File: config.mk
export PLATFORM = sky130hd
export DESIGN_NAME = button_pio_debounced
export DESIGN_NICKNAME = d
export VERILOG_FILES = /design/src/rtl/button_pio_debounced_pkg.sv /design/src/rtl/button_pio_debounced_channel.sv /design/src/rtl/button_pio_debounced.sv
export SDC_FILE = /design/constraint.sdc
export NUM_CORES = 1
export LEC_CHECK = 0
export ABC_AREA = 1
export ABC_CLOCK_PERIOD_IN_PS = 7900
export CAP_MARGIN = 20
export CELL_PAD_IN_SITES_DETAIL_PLACEMENT = 2
export CELL_PAD_IN_SITES_GLOBAL_PLACEMENT = 2
export CORE_MARGIN = 10
export CORE_UTILIZATION = 25
export CTS_BUF_LIST = sky130_fd_sc_hd__clkbuf_8 sky130_fd_sc_hd__clkbuf_16
export CTS_CLUSTER_SIZE = 30
export DETAILED_ROUTE_END_ITERATION = 6
export PLACE_DENSITY = 0.65
export SKIP_CTS_REPAIR_TIMING = 1
export SYNTH_ARGS = -nofsm -noshare
export SYNTH_HDL_FRONTEND = slang
export SYNTH_SLANG_ARGS = --single-unit
File: constraint.sdc
create_clock -name clk -period 7.9 [get_ports clk]
set_clock_uncertainty 0.1 [all_clocks]
set_input_delay 1.58 -clock clk [delete_from_list [all_inputs] [get_ports clk]]
set_output_delay 1.58 -clock clk [all_outputs]
set_load 0.02 [all_outputs]
File: src/rtl/button_pio_debounced_pkg.sv
// button_pio_pkg: constants shared by the debounced button PIO.
//   - Avalon register word offsets (3-bit address space)
//   - Default parameter values for the top level
package button_pio_pkg;

    localparam logic [2:0] ADDR_DATA  = 3'd0;
    localparam logic [2:0] ADDR_RAW   = 3'd1;
    localparam logic [2:0] ADDR_MASK  = 3'd2;
    localparam logic [2:0] ADDR_CAP   = 3'd3;
    localparam logic [2:0] ADDR_RISE  = 3'd4;
    localparam logic [2:0] ADDR_FALL  = 3'd5;
    localparam logic [2:0] ADDR_DEBTH = 3'd6;

    localparam int unsigned DEF_WIDTH       = 5;
    localparam int unsigned DEF_SYNC_STAGES = 2;
    localparam int unsigned DEF_CNT_W       = 20;
    localparam int unsigned DEF_DEBOUNCE    = 50000;

endpackage

File: src/rtl/button_pio_debounced_channel.sv
// pio_debounce_channel: one input channel of the debounced PIO.
//   Synchroniser chain, debounce counter, debounced state and its
//   one-cycle delayed copy for edge detection.
// Ports:
//   clk, reset_n  - clock, asynchronous active-low reset
//   in_raw_i      - asynchronous raw input
//   th_i          - debounce threshold, already forced non-zero by caller
//   sync_o        - synchronised input (last synchroniser stage)
//   db_o          - debounced state
//   rise_raw_o    - debounced 0->1 transition, before enable masking
//   fall_raw_o    - debounced 1->0 transition, before enable masking
module pio_debounce_channel #(
    parameter int unsigned SYNC_STAGES = 2,
    parameter int unsigned CNT_W       = 20,
    parameter logic        RST_VAL     = 1'b0
) (
    input  logic             clk,
    input  logic             reset_n,
    input  logic             in_raw_i,
    input  logic [CNT_W-1:0] th_i,
    output logic             sync_o,
    output logic             db_o,
    output logic             rise_raw_o,
    output logic             fall_raw_o
);

    logic [SYNC_STAGES-1:0] sync_q;
    logic [CNT_W-1:0]       cnt_q, cnt_d;
    logic                   db_q, db_d;
    logic                   db_d1_q;
    logic [CNT_W:0]         cnt_inc;

    assign sync_o = sync_q[SYNC_STAGES-1];

    // One extra bit so cnt+1 cannot wrap before the >= compare.
    assign cnt_inc = {1'b0, cnt_q} + (CNT_W+1)'(1);

    always_comb begin
        cnt_d = cnt_q;
        db_d  = db_q;
        if (sync_o == db_q) begin
            cnt_d = '0;
        end else if (cnt_inc >= {1'b0, th_i}) begin
            db_d  = sync_o;
            cnt_d = '0;
        end else begin
            cnt_d = cnt_inc[CNT_W-1:0];
        end
    end

    always_ff @(posedge clk or negedge reset_n) begin
        if (!reset_n) begin
            sync_q  <= {SYNC_STAGES{RST_VAL}};
            cnt_q   <= '0;
            db_q    <= RST_VAL;
            db_d1_q <= RST_VAL;
        end else begin
            sync_q  <= {sync_q[SYNC_STAGES-2:0], in_raw_i};
            cnt_q   <= cnt_d;
            db_q    <= db_d;
            db_d1_q <= db_q;
        end
    end

    assign db_o       = db_q;
    assign rise_raw_o =  db_q & ~db_d1_q;
    assign fall_raw_o = ~db_q &  db_d1_q;

endmodule

File: src/rtl/button_pio_debounced.sv
// button_pio_debounced: Avalon-MM input PIO with synchroniser, programmable
// debounce, per-bit rise/fall edge enables, W1C edge capture and irq.
// Ports:
//   clk, reset_n - clock, asynchronous active-low reset
//   address      - register word address (see button_pio_pkg offsets)
//   chipselect   - slave select
//   write_n      - active-low write strobe
//   writedata    - write data
//   readdata     - registered read data, 1-cycle latency
//   in_port      - asynchronous raw inputs
//   irq          - active-high interrupt, |(EDGE_CAPTURE & IRQ_MASK)
module button_pio_debounced
    import button_pio_pkg::*;
#(
    parameter int unsigned       WIDTH            = DEF_WIDTH,
    parameter int unsigned       SYNC_STAGES      = DEF_SYNC_STAGES,
    parameter int unsigned       CNT_W            = DEF_CNT_W,
    parameter int unsigned       DEBOUNCE_DEFAULT = DEF_DEBOUNCE,
    parameter logic [WIDTH-1:0]  IN_RESET_VAL     = '0
) (
    input  logic             clk,
    input  logic             reset_n,
    input  logic [2:0]       address,
    input  logic             chipselect,
    input  logic             write_n,
    input  logic [31:0]      writedata,
    output logic [31:0]      readdata,
    input  logic [WIDTH-1:0] in_port,
    output logic             irq
);

    logic             wr;
    logic [CNT_W-1:0] th;
    logic [WIDTH-1:0] sync, db, rise_raw, fall_raw, ev, clr;

    logic [WIDTH-1:0] mask_q, mask_d;
    logic [WIDTH-1:0] cap_q, cap_d;
    logic [WIDTH-1:0] rise_en_q, rise_en_d;
    logic [WIDTH-1:0] fall_en_q, fall_en_d;
    logic [CNT_W-1:0] debth_q, debth_d;
    logic [31:0]      readdata_q, readdata_d;

    logic             unused_wdata;

    assign wr           = chipselect & ~write_n;
    assign th           = (debth_q == '0) ? CNT_W'(1) : debth_q;
    assign unused_wdata = ^writedata;

    for (genvar g = 0; g < WIDTH; g++) begin : g_ch
        pio_debounce_channel #(
            .SYNC_STAGES (SYNC_STAGES),
            .CNT_W       (CNT_W),
            .RST_VAL     (IN_RESET_VAL[g])
        ) u_ch (
            .clk        (clk),
            .reset_n    (reset_n),
            .in_raw_i   (in_port[g]),
            .th_i       (th),
            .sync_o     (sync[g]),
            .db_o       (db[g]),
            .rise_raw_o (rise_raw[g]),
            .fall_raw_o (fall_raw[g])
        );
    end

    assign ev  = (rise_raw & rise_en_q) | (fall_raw & fall_en_q);
    assign clr = (wr && address == ADDR_CAP) ? writedata[WIDTH-1:0] : '0;

    always_comb begin
        mask_d    = mask_q;
        rise_en_d = rise_en_q;
        fall_en_d = fall_en_q;
        debth_d   = debth_q;
        // New events are OR'd in after the clear so a same-cycle set wins.
        cap_d     = (cap_q & ~clr) | ev;
        if (wr) begin
            unique case (address)
                ADDR_MASK:  mask_d    = writedata[WIDTH-1:0];
                ADDR_RISE:  rise_en_d = writedata[WIDTH-1:0];
                ADDR_FALL:  fall_en_d = writedata[WIDTH-1:0];
                ADDR_DEBTH: debth_d   = writedata[CNT_W-1:0];
                default:    ;
            endcase
        end
    end

    always_comb begin
        readdata_d = '0;
        unique case (address)
            ADDR_DATA:  readdata_d[WIDTH-1:0] = db;
            ADDR_RAW:   readdata_d[WIDTH-1:0] = sync;
            ADDR_MASK:  readdata_d[WIDTH-1:0] = mask_q;
            ADDR_CAP:   readdata_d[WIDTH-1:0] = cap_q;
            ADDR_RISE:  readdata_d[WIDTH-1:0] = rise_en_q;
            ADDR_FALL:  readdata_d[WIDTH-1:0] = fall_en_q;
            ADDR_DEBTH: readdata_d[CNT_W-1:0] = debth_q;
            default:    readdata_d = '0;
        endcase
    end

    always_ff @(posedge clk or negedge reset_n) begin
        if (!reset_n) begin
            mask_q     <= '0;
            cap_q      <= '0;
            rise_en_q  <= '1;
            fall_en_q  <= '0;
            debth_q    <= CNT_W'(DEBOUNCE_DEFAULT);
            readdata_q <= '0;
        end else begin
            mask_q     <= mask_d;
            cap_q      <= cap_d;
            rise_en_q  <= rise_en_d;
            fall_en_q  <= fall_en_d;
            debth_q    <= debth_d;
            readdata_q <= readdata_d;
        end
    end

    assign readdata = readdata_q;
    assign irq      = |(cap_q & mask_q);

endmodule

Word level (Yosys, flattened, before mapping)

Index checks and enable logic that the tools add are counted.

Register bits after elaboration: 180
Input port bits: 44
Output and inout port bits: 33
Logic and storage cells: 108

$add $sub $neg: 5
$lt $le $gt $ge: 5
Equality and inequality tests: 11
Multiplexer cells: 14
Bitwise logic cells: 34
Reductions and logical operators: 13

Operators by type and width:

| kind                  | count |
|---|---|
| $mux 20               | 11 |
| $add 20x1->21 const B | 5 |
| $ge 21x20->1          | 5 |
| $pmux 5 s7            | 1 |
| $and 5x5->5           | 4 |
| $logic_not 20->1      | 1 |
| $reduce_and 2->1      | 9 |
| $not 1->1             | 16 |
| $mux 15               | 1 |
| $and 1x1->1           | 11 |
| $or 5x5->5            | 2 |
| $eq 3x3->1 const B    | 3 |
| $eq 3x2->1 const B    | 2 |
| $eq 1x1->1            | 5 |
| $mux 5                | 1 |
| $not 5->5             | 1 |
| $reduce_or 5->1       | 1 |
| $eq 3x1->1 const B    | 1 |
| $logic_not 3->1       | 1 |
| $logic_and 1x1->1     | 1 |

Longest topological paths before layout

Gate-level depths: netlist of the first run.

Word-level depth: 7
Mapped depth: 21
Mapped depth without buffers: 20

Modules after synthesis

From an unflattened synthesis of the first run, not the netlist that was laid out.

Cell total of the unflattened synthesis: 1,704
Area, all modules: 12,817.3 µm²

By module, submodules not included:

| module                                   | times used | cells each | area an instance (µm²) | seq. area each (µm²) |
|---|---|---|---|---|
| pio_debounce_channel at g_ch[0].u_ch ... | 4          | 273        | 1,998.2                | 600.6 |
| button_pio_debounced                     | 1          | 349        | 2,885.3                | 1,515.2 |
| pio_debounce_channel at g_ch[1].u_ch     | 1          | 263        | 1,939.4                | 600.6 |

Worst setup path before layout of the first run

Ideal clock, no wire load.

Kind: register to register
From: reg g_ch[1].u_ch.cnt_q[0]
To: reg g_ch[1].u_ch.cnt_q[0]
Setup time: 0.069 ns
Data arrival time: 2.627 ns
Data required time: 7.731 ns
Setup slack: 5.103 ns
Cell stages (with the launch flop): 19
Path buffers: 1
Period minus slack after synthesis: 2.797 ns
Cell sequence: dfrtp_1 ha_1 nand3_2 nor3_1 nand3_1 nor3_1 xor2_1 inv_1 ha_1 nand2_1 nand2_1 a21oi_1 nand3_1 nor2_1 nand3_2 nand2_2 nand2_2 buf_6 nor2_2

Longest elaborated chain between the ends: 4

RTL lines:

| item                            | RTL line                           | text |
|---|---|---|
| start, declared                 | button_pio_debounced_channel.sv:28 | `logic [CNT_W-1:0] cnt_q, cnt_d;` |
| start signal, assigned          | button_pio_debounced_channel.sv:59 | `cnt_q <= cnt_d;` |
| $add 20x1->21 *                 | button_pio_debounced_channel.sv:36 | `assign cnt_inc = {1'b0, cnt_q} + (CNT_W+1)'(1);` |
| $ge 21x20->1                    | button_pio_debounced_channel.sv:43 | `end else if (cnt_inc >= {1'b0, th_i}) begin` |
| $mux 20 *                       | button_pio_debounced_channel.sv:43 |  |
| $mux 20 *                       | button_pio_debounced_channel.sv:41 | `if (sync_o == db_q) begin` |
| named net g_ch[1].u_ch.cnt_d[0] | button_pio_debounced_channel.sv:28 |  |

The timed path passes the listed nets; every way through them passes the cells marked *.
A chain may end at the register's enable or synchronous reset.

Worst setup path after layout of the first run

From: reg g_ch[3].u_ch.cnt_q[0]
To: reg g_ch[3].u_ch.cnt_q[4]

Longest elaborated chain between the ends: 4

RTL lines:

| item                            | RTL line |
|---|---|
| start, declared                 | button_pio_debounced_channel.sv:28 |
| start signal, assigned          | button_pio_debounced_channel.sv:59 |
| $add 20x1->21 *                 | button_pio_debounced_channel.sv:36 |
| $ge 21x20->1                    | button_pio_debounced_channel.sv:43 |
| $mux 20 *                       | button_pio_debounced_channel.sv:43 |
| $mux 20 *                       | button_pio_debounced_channel.sv:41 |
| named net g_ch[3].u_ch.cnt_d[4] | button_pio_debounced_channel.sv:28 |

Marked as above.

==> flow_summary.json, run 1 <==
{
  "status": "finished clean",
  "fin_crit_ps": 4039,
  "cp_num_cells": 15,
  "clkLatencyLatePin_ps": 460,
  "die-area_um2": 54070,
  "grt_pass1_vias": 10780,
  "synth_top_area_share": 0.3745,
  "ys_seq_elements": 180,
  "synth.avg_cell_area_um2": 7.831,
  "tightest_slew_ps": 903.5,
  "synthTopCellsByArea": "dfrtp_1, ha_1, nand2_1, inv_1, nor2_1",
  "cts_root_buf": "clkbuf_16",
  "placed_area_um2": 12450,
  "worst-r2r-cell-count": 15,
  "fp.dieW_um": 232.5,
  "max-vdd-ir-drop_mv": 0.1079,
  "end_kind": "register",
  "numCtsBuffers": 17,
  "ys_seq_area_frac": 0.4001,
  "drc": 0,
  "setup_viol": 0,
  "synthArstFlopShare": 1.000,
  "grt_usage": 0.1430,
  "diodes": 0,
  "cts.htree.levels": 4,
  "required_ps": 8160,
  "rsz0062_at_grt": "false",
  "syn_inst": 1442,
  "wirelength_um": 37210,
  "layout_commonest_cell": "nand2_1",
  "r2r_start": "g_ch[3].u_ch.cnt_q[0]$_DFF_PN0_",
  "clk_pin_slew_ps": 70,
  "drv_slew": 0,
  "cap_violations": 0,
  "gp_congestion": 0.7844,
  "nets": 1649,
  "clock.fmax_mhz": 247.6,
  "critPathKind": "register to register",
  "drt-initial-drc-count": 352,
  "max-slew-margin-rel": 0.3931,
  "clkSinkCount": 180,
  "start_util": 0.2542,
  "io_pins": 77,
  "cts_tree": "yes",
  "die_h_um": 232.5,
  "antenna_found_initial": 0,
  "firstDrtPassIters": 4,
  "clock_path_buffers": 2,
  "fin_setup_tns_ps": 0,
  "area_growth_pct": 15.78,
  "fp.coreArea_um2": 44410,
  "regToRegSetupSlack_ps": 3860,
  "synth_ff_type": "dfrtp_1",
  "arrival_ps": 4300,
  "drtAntennaViolNets": 0,
  "min_delay_path_depth": 0,
  "multi_input_area_um2": 5781,
  "yosys.area.top_type": "dfrtp_1",
  "period_share": 0.5113,
  "fin_area_um2": 13070,
  "wl_per_cell_um": 17.68,
  "avgViaCountPerCell": 4.551,
  "path_cells": "ha_1 > nand2_1 > nor2_1 > nand3_1 > nor2_1 > nand4_1 > xor2_1 > inv_1 > ha_1 > a21o_1 > a21oi_1 > nand3_1 > a21oi_1 > nand3_1 > nor2_1",
  "hp-start": "g_ch[4].u_ch.sync_q[0]$_DFF_PN0_",
  "critPathTopFamily": "simple AND/OR/NAND/NOR gates",
  "dp_hpwl_um": 28260,
  "max_stage_delay_ps": 680,
  "power_density_nw_per_um2": 191.4,
  "ff_latch_area_um2": 4518,
  "cp_slowest_cell": "nand3_1",
  "drive_gt1_frac": 0.06874,
  "path_max_fanout": 20,
  "ys_warn_count": 0,
  "fillers": 5145,
  "overflow": 0,
  "grt_max_degree": 66,
  "critPathLaunch": "g_ch[3].u_ch.cnt_q[0]$_DFF_PN0_",
  "vias": 9580,
  "power_leakage_uw": 0.006597,
  "grt_pass1_wl_um": 60290,
  "syn-cell-area_um2": 11290,
  "placementRows": 77,
  "yosysUniqueCellTypes": 46,
  "cp-start-kind": "register",
  "io_buffers": 52,
  "hold_path.class": "register to register",
  "cp.buffers_inverters": 1,
  "final_cell_mix": "nand2_1, inv_1, nor2_1",
  "hold_violations": 0,
  "synth_edf_count": 0
}
## path summary, 6_finish.rpt
path                                                    end
hold reg to reg            g_ch[4].u_ch.sync_q[1]$_DFF_PN0_
max in group asynchronous   g_ch[4].u_ch.cnt_q[8]$_DFF_PN0_
min in group asynchronous  g_ch[0].u_ch.cnt_q[15]$_DFF_PN0_
hold / removal             g_ch[4].u_ch.sync_q[1]$_DFF_PN0_
setup reg to reg            g_ch[3].u_ch.cnt_q[4]$_DFF_PN0_
setup / recovery            g_ch[3].u_ch.cnt_q[4]$_DFF_PN0_
## stage by stage
| step | instances | util | setup WS, ps | hold slack, ps | total power (uW) |
|---|---|---|---|---|---|
| detailed placement | 2073 | 0.2802 | 3783 | 237.0 | 1582 |
| global route | 2105 | 0.2944 | 3359 | 249.7 | 2651 |
| finish | 2105 | 0.2944 | 3861 | 246.7 | 2503 |
| global placement | 2073 | 0.2802 | 3946 | 236.9 | 1557 |
| floorplan | 1453 | - | 5103 | 231.2 | 1336 |
| CTS | 2105 | 0.2944 | 3759 | 250.7 | 2548 |
## sequential cells by signal, summed over array words and instances (netlist names), 10 cells and up
register and count:
g_ch.u_ch.sync_q 10, readdata 20, g_ch.u_ch.cnt_q 100, debth_q 20
## logic make-up (layout without fill, tap and decap cells)
logic type               Yosys count  after routing  share of synthesized area
AND/OR/NAND/NOR                  700            700                     0.2696
other                              1             12                  0.0003321
flip-flops                       180            180                     0.4001
AO/OA/AOI/OAI                    137            137                    0.06992
adder cells (fa/ha/maj)          105            105                     0.1163
buffers and inverters            253            313                    0.09252
XOR/XNOR                          66             66                    0.05119
## cell type report
type / count / area share
clock buffer: 17 / 0.03254
multi-input combinational: 1020 / 0.4421
sequential: 180 / 0.3456
tap: 592 / 0.05666
clock inverter: 15 / 0.01550
timing repair buffer: 58 / 0.04354
inverter: 223 / 0.06403
## Yosys cell counts, types with 3 or more instances
master,n
nand2_1,306
inv_1,222
nor2_1,198
dfrtp_1,169
ha_1,105
nand3_1,63
o21ai_0,57
xor2_1,52
a21oi_1,41
nand4_1,38
nor3_1,34
nor2_2,30
buf_4,17
xnor2_1,14
dfstp_2,11
nand2_2,9
clkbuf_1,8
o21bai_1,7
a21o_1,6
o22ai_1,5
a221oi_1,4
and2_1,4
buf_6,4
nand3_2,4
nand3b_1,3
nor3_2,3
o21ai_1,3
## power breakdown
| group | leakage, uW | switching (uW) | internal, uW | total (uW) |
|---|---|---|---|---|
| clock | 0.000298 | 417 | 532 | 950 |
| sequential | 0.00238 | 39.4 | 993 | 1030 |
| combinational | 0.00392 | 366 | 155 | 521 |
| total | 0.00660 | 823 | 1680 | 2500 |
## per-layer routing
layer / vias up / share of wire / GRT usage
li1: 4685 / - / -
met1: 4805 / 0.47 / 0.1805
met2: 72 / 0.50 / 0.2521
met3: 18 / 0.023 / 0.02349
met4: 0 / 0.0078 / 0.02800
met5: - / 0 / 0
(Power assumes the default switching activity.)
==> inputs of run 2 (changes only) <==
- ABC_CLOCK_PERIOD_IN_PS: 7900 -> 3200
- PLACE_DENSITY: 0.65 -> 0.67
- clock period: 7.9 -> 3.2 ns (I/O delays scaled with it)
==> flow_summary.json, run 2 (synthesized netlist as in run 1, its figures left out) <==
{
  "max_stage_delay_ps": 390,
  "tightest_slew_ps": 753.9,
  "numCtsBuffers": 17,
  "drt-initial-drc-count": 327,
  "cts_tree": "yes",
  "top_register": "g_ch.u_ch.cnt_q",
  "fillers": 5086,
  "whs_ps": 150.4,
  "cp_slowest_cell": "dfrtp_1",
  "layout_setup_ws_ps": 184.4,
  "p_clk_frac": 0.359,
  "fin_setup_tns_ps": 0,
  "dpl.cell_count": 2132,
  "setup_viol": 0,
  "period_share": 0.9424,
  "switchingPower_uw": 2067,
  "max-slew-margin-rel": 0.4974,
  "overflow": 0,
  "grt_usage": 0.1467,
  "hold_path.class": "primary input to async pin",
  "fp.coreArea_um2": 44410,
  "clk_pin_slew_ps": 70,
  "cp-start-kind": "register",
  "max-vdd-ir-drop_mv": 0.2388,
  "drtAntennaViolNets": 0,
  "grt_pass1_wl_um": 61840,
  "status": "finished clean",
  "fin_area_um2": 14100,
  "avgViaCountPerCell": 4.558,
  "path_max_fanout": 11,
  "nets": 1729,
  "power_leakage_uw": 0.007076,
  "cts_root_buf": "clkbuf_16",
  "wl_per_cell_um": 18.00,
  "clock.fmax_mhz": 331.6,
  "dp_slack_ps": -2.565,
  "dp_hpwl_um": 29520,
  "drv_slew": 0,
  "end_kind": "register",
  "switching_share": 0.3293,
  "cap_violations": 0,
  "largest_reg_flops": 100,
  "clkLatencyLatePin_ps": 460,
  "io_pins": 77,
  "die-area_um2": 54070,
  "p_seq_frac": 0.406,
  "required_ps": 3490,
  "power_density_nw_per_um2": 445.0,
  "clkSinkCount": 180,
  "instances_no_fill": 2185,
  "drive_gt1_frac": 0.1557,
  "rsz0062_at_grt": "true",
  "grt_pass1_vias": 10910,
  "hold_violations": 0,
  "path_cells": "ha_2 > nand3_4 > inv_2 > nand2_1 > nor3_2 > buf_4 > nand3_1 > xor2_1 > inv_1 > ha_1 > nand4_1 > nand3_1 > nor2_4 > nand3_2 > nand2_2 > nand2_2 > buf_12 > nor2_2",
  "diodes": 0,
  "layout_commonest_cell": "nand2_1",
  "firstDrtPassIters": 4,
  "gp_congestion": 0.7983,
  "final_cell_mix": "nand2_1, inv_1, nor2_1",
  "fin_crit_ps": 3016,
  "wirelength_um": 39320,
  "io_buffers": 52,
  "arrival_ps": 3310,
  "fp.dieW_um": 232.5,
  "die_h_um": 232.5,
  "area_growth_pct": 24.90,
  "start_util": 0.2542,
  "p_int_uw": 4210,
  "clock_path_buffers": 2,
  "cts.htree.levels": 4,
  "grt_max_degree": 83,
  "vias": 9960,
  "drc": 0,
  "antenna_found_initial": 1,
  "pwr-share-comb": 0.235,
  "placed_area_um2": 12960,
  "placementRows": 77,
  "critPathKind": "register to register"
}
-- run 2: cell types whose count changed in the layout (fill, tap and decap cells not counted), sizes merged --
cell      change
clkinvlp      -1
bufinv        -1
inv           +1
clkbuf        +2
buf          +79
-- run 2: final cells by class --
type | instances | area (um2) | area share
Multi-Input combinational cell | 1020 | 6125 | 0.4343
Clock buffer | 18 | 439.2 | 0.03114
Tap cell | 592 | 740.7 | 0.05252
Sequential cell | 180 | 4523 | 0.3207
Clock inverter | 14 | 173.9 | 0.01233
Inverter | 223 | 837.1 | 0.05935
Timing Repair Buffer | 138 | 1265 | 0.08969
-- run 2: worst max-delay path: cells and delay by family, from the launching register on --
kind                     cells  cell delay (ps)
buffers and inverters        4              460
flip-flops                   1              390
AND/OR/NAND/NOR             11             1180
XOR/XNOR                     1              290
adder cells (fa/ha/maj)      2              530
-- run 2: final timing paths --
| path | start | endpoint | slack [ps] | depth (start not counted) |
|---|---|---|---|---|
| setup / recovery | g_ch[1].u_ch.cnt_q[1]$_DFF_PN0_ | g_ch[1].u_ch.cnt_q[17]$_DFF_PN0_ | 180 | 18 |
| hold / removal | reset_n | g_ch[0].u_ch.cnt_q[9]$_DFF_PN0_ | 150 | 1 |
| setup reg to reg | g_ch[1].u_ch.cnt_q[1]$_DFF_PN0_ | g_ch[1].u_ch.cnt_q[17]$_DFF_PN0_ | 180 | 18 |
| max in group asynchronous | reset_n | debth_q[6]$_DFFE_PN1P_ | 2080 | 2 |
| hold reg to reg | g_ch[0].u_ch.sync_q[0]$_DFF_PN0_ | g_ch[0].u_ch.sync_q[1]$_DFF_PN0_ | 250 | 0 |
| min in group clk | g_ch[0].u_ch.sync_q[0]$_DFF_PN0_ | g_ch[0].u_ch.sync_q[1]$_DFF_PN0_ | 250 | 0 |
-- run 2: power by group through the flow --
stage               logic (uW)  registers [uW]  clock network [uW]
CTS                       1470            2550                2340
detailed placement        1460            2590                   0
global route              1650            2570                2430
global placement          1380            2580                   0
finish                    1470            2550                2260
floorplan                  716            2580                   0
-- run 2: routing by layer --
metal  part of all wire  track usage  up-vias  wire length (um)
li1                   -            -     4842                 -
met1               0.44       0.1817     4995             17410
met2               0.51       0.2600       89             20040
met3              0.031      0.02458       34              1237
met4              0.016      0.03449        0               638
met5                  0            0        -                 0
-- run 2: per-stage QoR --
stage / util / total power [uW]
2_1_floorplan: - / 3298
3_3_place_gp: 0.2919 / 3960
3_5_place_dp: 0.2919 / 4046
4_1_cts: 0.3057 / 6351
5_1_grt: 0.3175 / 6643
6_report: 0.3175 / 6277
==> inputs of run 3 (changes only) <==
- ABC_CLOCK_PERIOD_IN_PS: 3200 -> 2500
- clock period: 3.2 -> 2.5 ns (I/O delays scaled with it)
==> flow_summary.json, run 3 (synthesized netlist as in run 1, its figures left out) <==
{
  "drtAntennaViolNets": 0,
  "critPathLaunch": "g_ch[4].u_ch.cnt_q[0]$_DFF_PN0_",
  "r2r-end": "g_ch[4].u_ch.cnt_q[16]$_DFF_PN0_",
  "largest_reg_flops": 100,
  "worst-r2r-cell-count": 20,
  "fp.dieW_um": 232.5,
  "arrival_ps": 3620,
  "dp_hpwl_um": 33170,
  "cts.htree.levels": 4,
  "io_buffers": 52,
  "hold_path.class": "register to register",
  "power_density_nw_per_um2": 494.9,
  "clkLatencyLatePin_ps": 510,
  "die_h_um": 232.5,
  "diodes": 0,
  "drive_gt1_frac": 0.3681,
  "final_cell_mix": "buf_4, nand2_1, inv_1",
  "top_register": "g_ch.u_ch.cnt_q",
  "antenna_found_initial": 1,
  "gp_congestion": 0.8421,
  "max-vdd-ir-drop_mv": 0.5078,
  "r2r_start": "g_ch[4].u_ch.cnt_q[0]$_DFF_PN0_",
  "wirelength_um": 50310,
  "firstDrtPassIters": 4,
  "worstHoldEndpoint": "g_ch[0].u_ch.sync_q[1]$_DFF_PN0_",
  "vias": 11340,
  "end_kind": "register",
  "clock_path_buffers": 2,
  "min_delay_path_depth": 0,
  "io_pins": 77,
  "overflow": 0,
  "regToRegSetupSlack_ps": -790,
  "layout_commonest_cell": "buf_4",
  "drc": 0,
  "grt_max_degree": 51,
  "setup_viol": 105,
  "hp-start": "g_ch[0].u_ch.sync_q[0]$_DFF_PN0_",
  "cp-start-kind": "register",
  "status": "finished with violations",
  "hold_violations": 0,
  "critPathKind": "register to register",
  "clk_pin_slew_ps": 80,
  "layout_setup_ws_ps": -786.6,
  "start_util": 0.2542,
  "fin_util": 0.3932,
  "fin_crit_ps": 3287,
  "avgViaCountPerCell": 4.680,
  "path_max_fanout": 5,
  "rsz0062_at_grt": "true",
  "grt_usage": 0.1611,
  "numCtsBuffers": 17,
  "clock.fmax_mhz": 304.3,
  "drv_slew": 0,
  "area_growth_pct": 54.64,
  "cts_tree": "yes",
  "fillers": 4877,
  "clkSinkCount": 180,
  "violations": "setup timing",
  "drt-initial-drc-count": 462,
  "total_power_uw": 8641,
  "grt_pass1_wl_um": 67290,
  "die-area_um2": 54070,
  "power_leakage_uw": 0.008493,
  "wl_per_cell_um": 20.76,
  "placementRows": 77,
  "grt_pass1_vias": 12310,
  "dp_slack_ps": -620.4,
  "period_share": 1.315,
  "required_ps": 2830,
  "cap_violations": 0,
  "nets": 1967,
  "fp.coreArea_um2": 44410,
  "cts_root_buf": "clkbuf_16"
}
-- run 3: critical path, cell delays in order (launching register included) --
cell and delay [ps]:
dfrtp_1 460, ha_4 180, nand3_4 70, nor2_4 130, buf_4 130, nand4_1 160
xor2_1 310, inv_1 120, ha_4 250, nand2_1 80, inv_2 50, nand2_1 70
nand2_1 70, nand2_1 90, nand3_2 120, nor2_4 140, nand3_2 110, nand2_2 130
nand2_4 110, buf_8 180, nor2_2 120
-- run 3: final cells by class --
class / count / area (um2) / share of cell area
multi-input cells: 1020 / 7446 / 0.4264
flip-flops and latches: 180 / 4522 / 0.2590
clock buffers: 17 / 425.4 / 0.02436
inverters: 223 / 839.6 / 0.04808
well taps: 592 / 740.7 / 0.04242
clock inverters: 15 / 180.2 / 0.01032
repair buffers: 376 / 3308 / 0.1895
-- run 3: layer usage --
layer  up-vias  share of wire  routed length, um  track usage
li1       5314              -                  -            -
met1      5847           0.43              21470       0.1958
met2       131           0.53              26690       0.2819
met3        47          0.026               1313      0.03103
met4         0          0.017                838      0.04950
met5         -              0                  0            0
-- run 3: how the worst max path moves through the flow --
stage	slack [ps]	to	cells after the start
after floorplan	-200	g_ch[4].u_ch.cnt_q[0]$_DFF_PN0_	19
after global placement	-520	g_ch[1].u_ch.cnt_q[16]$_DFF_PN0_	17
after detailed placement	-620	g_ch[1].u_ch.cnt_q[0]$_DFF_PN0_	17
after CTS	-670	g_ch[1].u_ch.cnt_q[12]$_DFF_PN0_	17
after global routing	-970	g_ch[4].u_ch.cnt_q[16]$_DFF_PN0_	20
final	-790	g_ch[4].u_ch.cnt_q[16]$_DFF_PN0_	20
-- run 3: metrics by stage --
stage                     TNS [ps]  cells  area, um2  hold WS, ps
final                       -55670   2423      17460        249.0
after global routing        -76290   2423      17460        272.0
after CTS                   -61440   2378      15340       -188.8
after detailed placement    -55770   2346      14730        238.5
after global placement      -42770   2346      14730        234.6
after floorplan              -8944   1453      11470        104.4
-- run 3: power by group --
part	leakage [uW]	total, uW	switching, uW	internal, uW
logic	0.00582	2400	1510	892
clock network	0.000300	2960	1380	1580
registers	0.00237	3280	140	3140
total	0.00849	8640	3030	5610
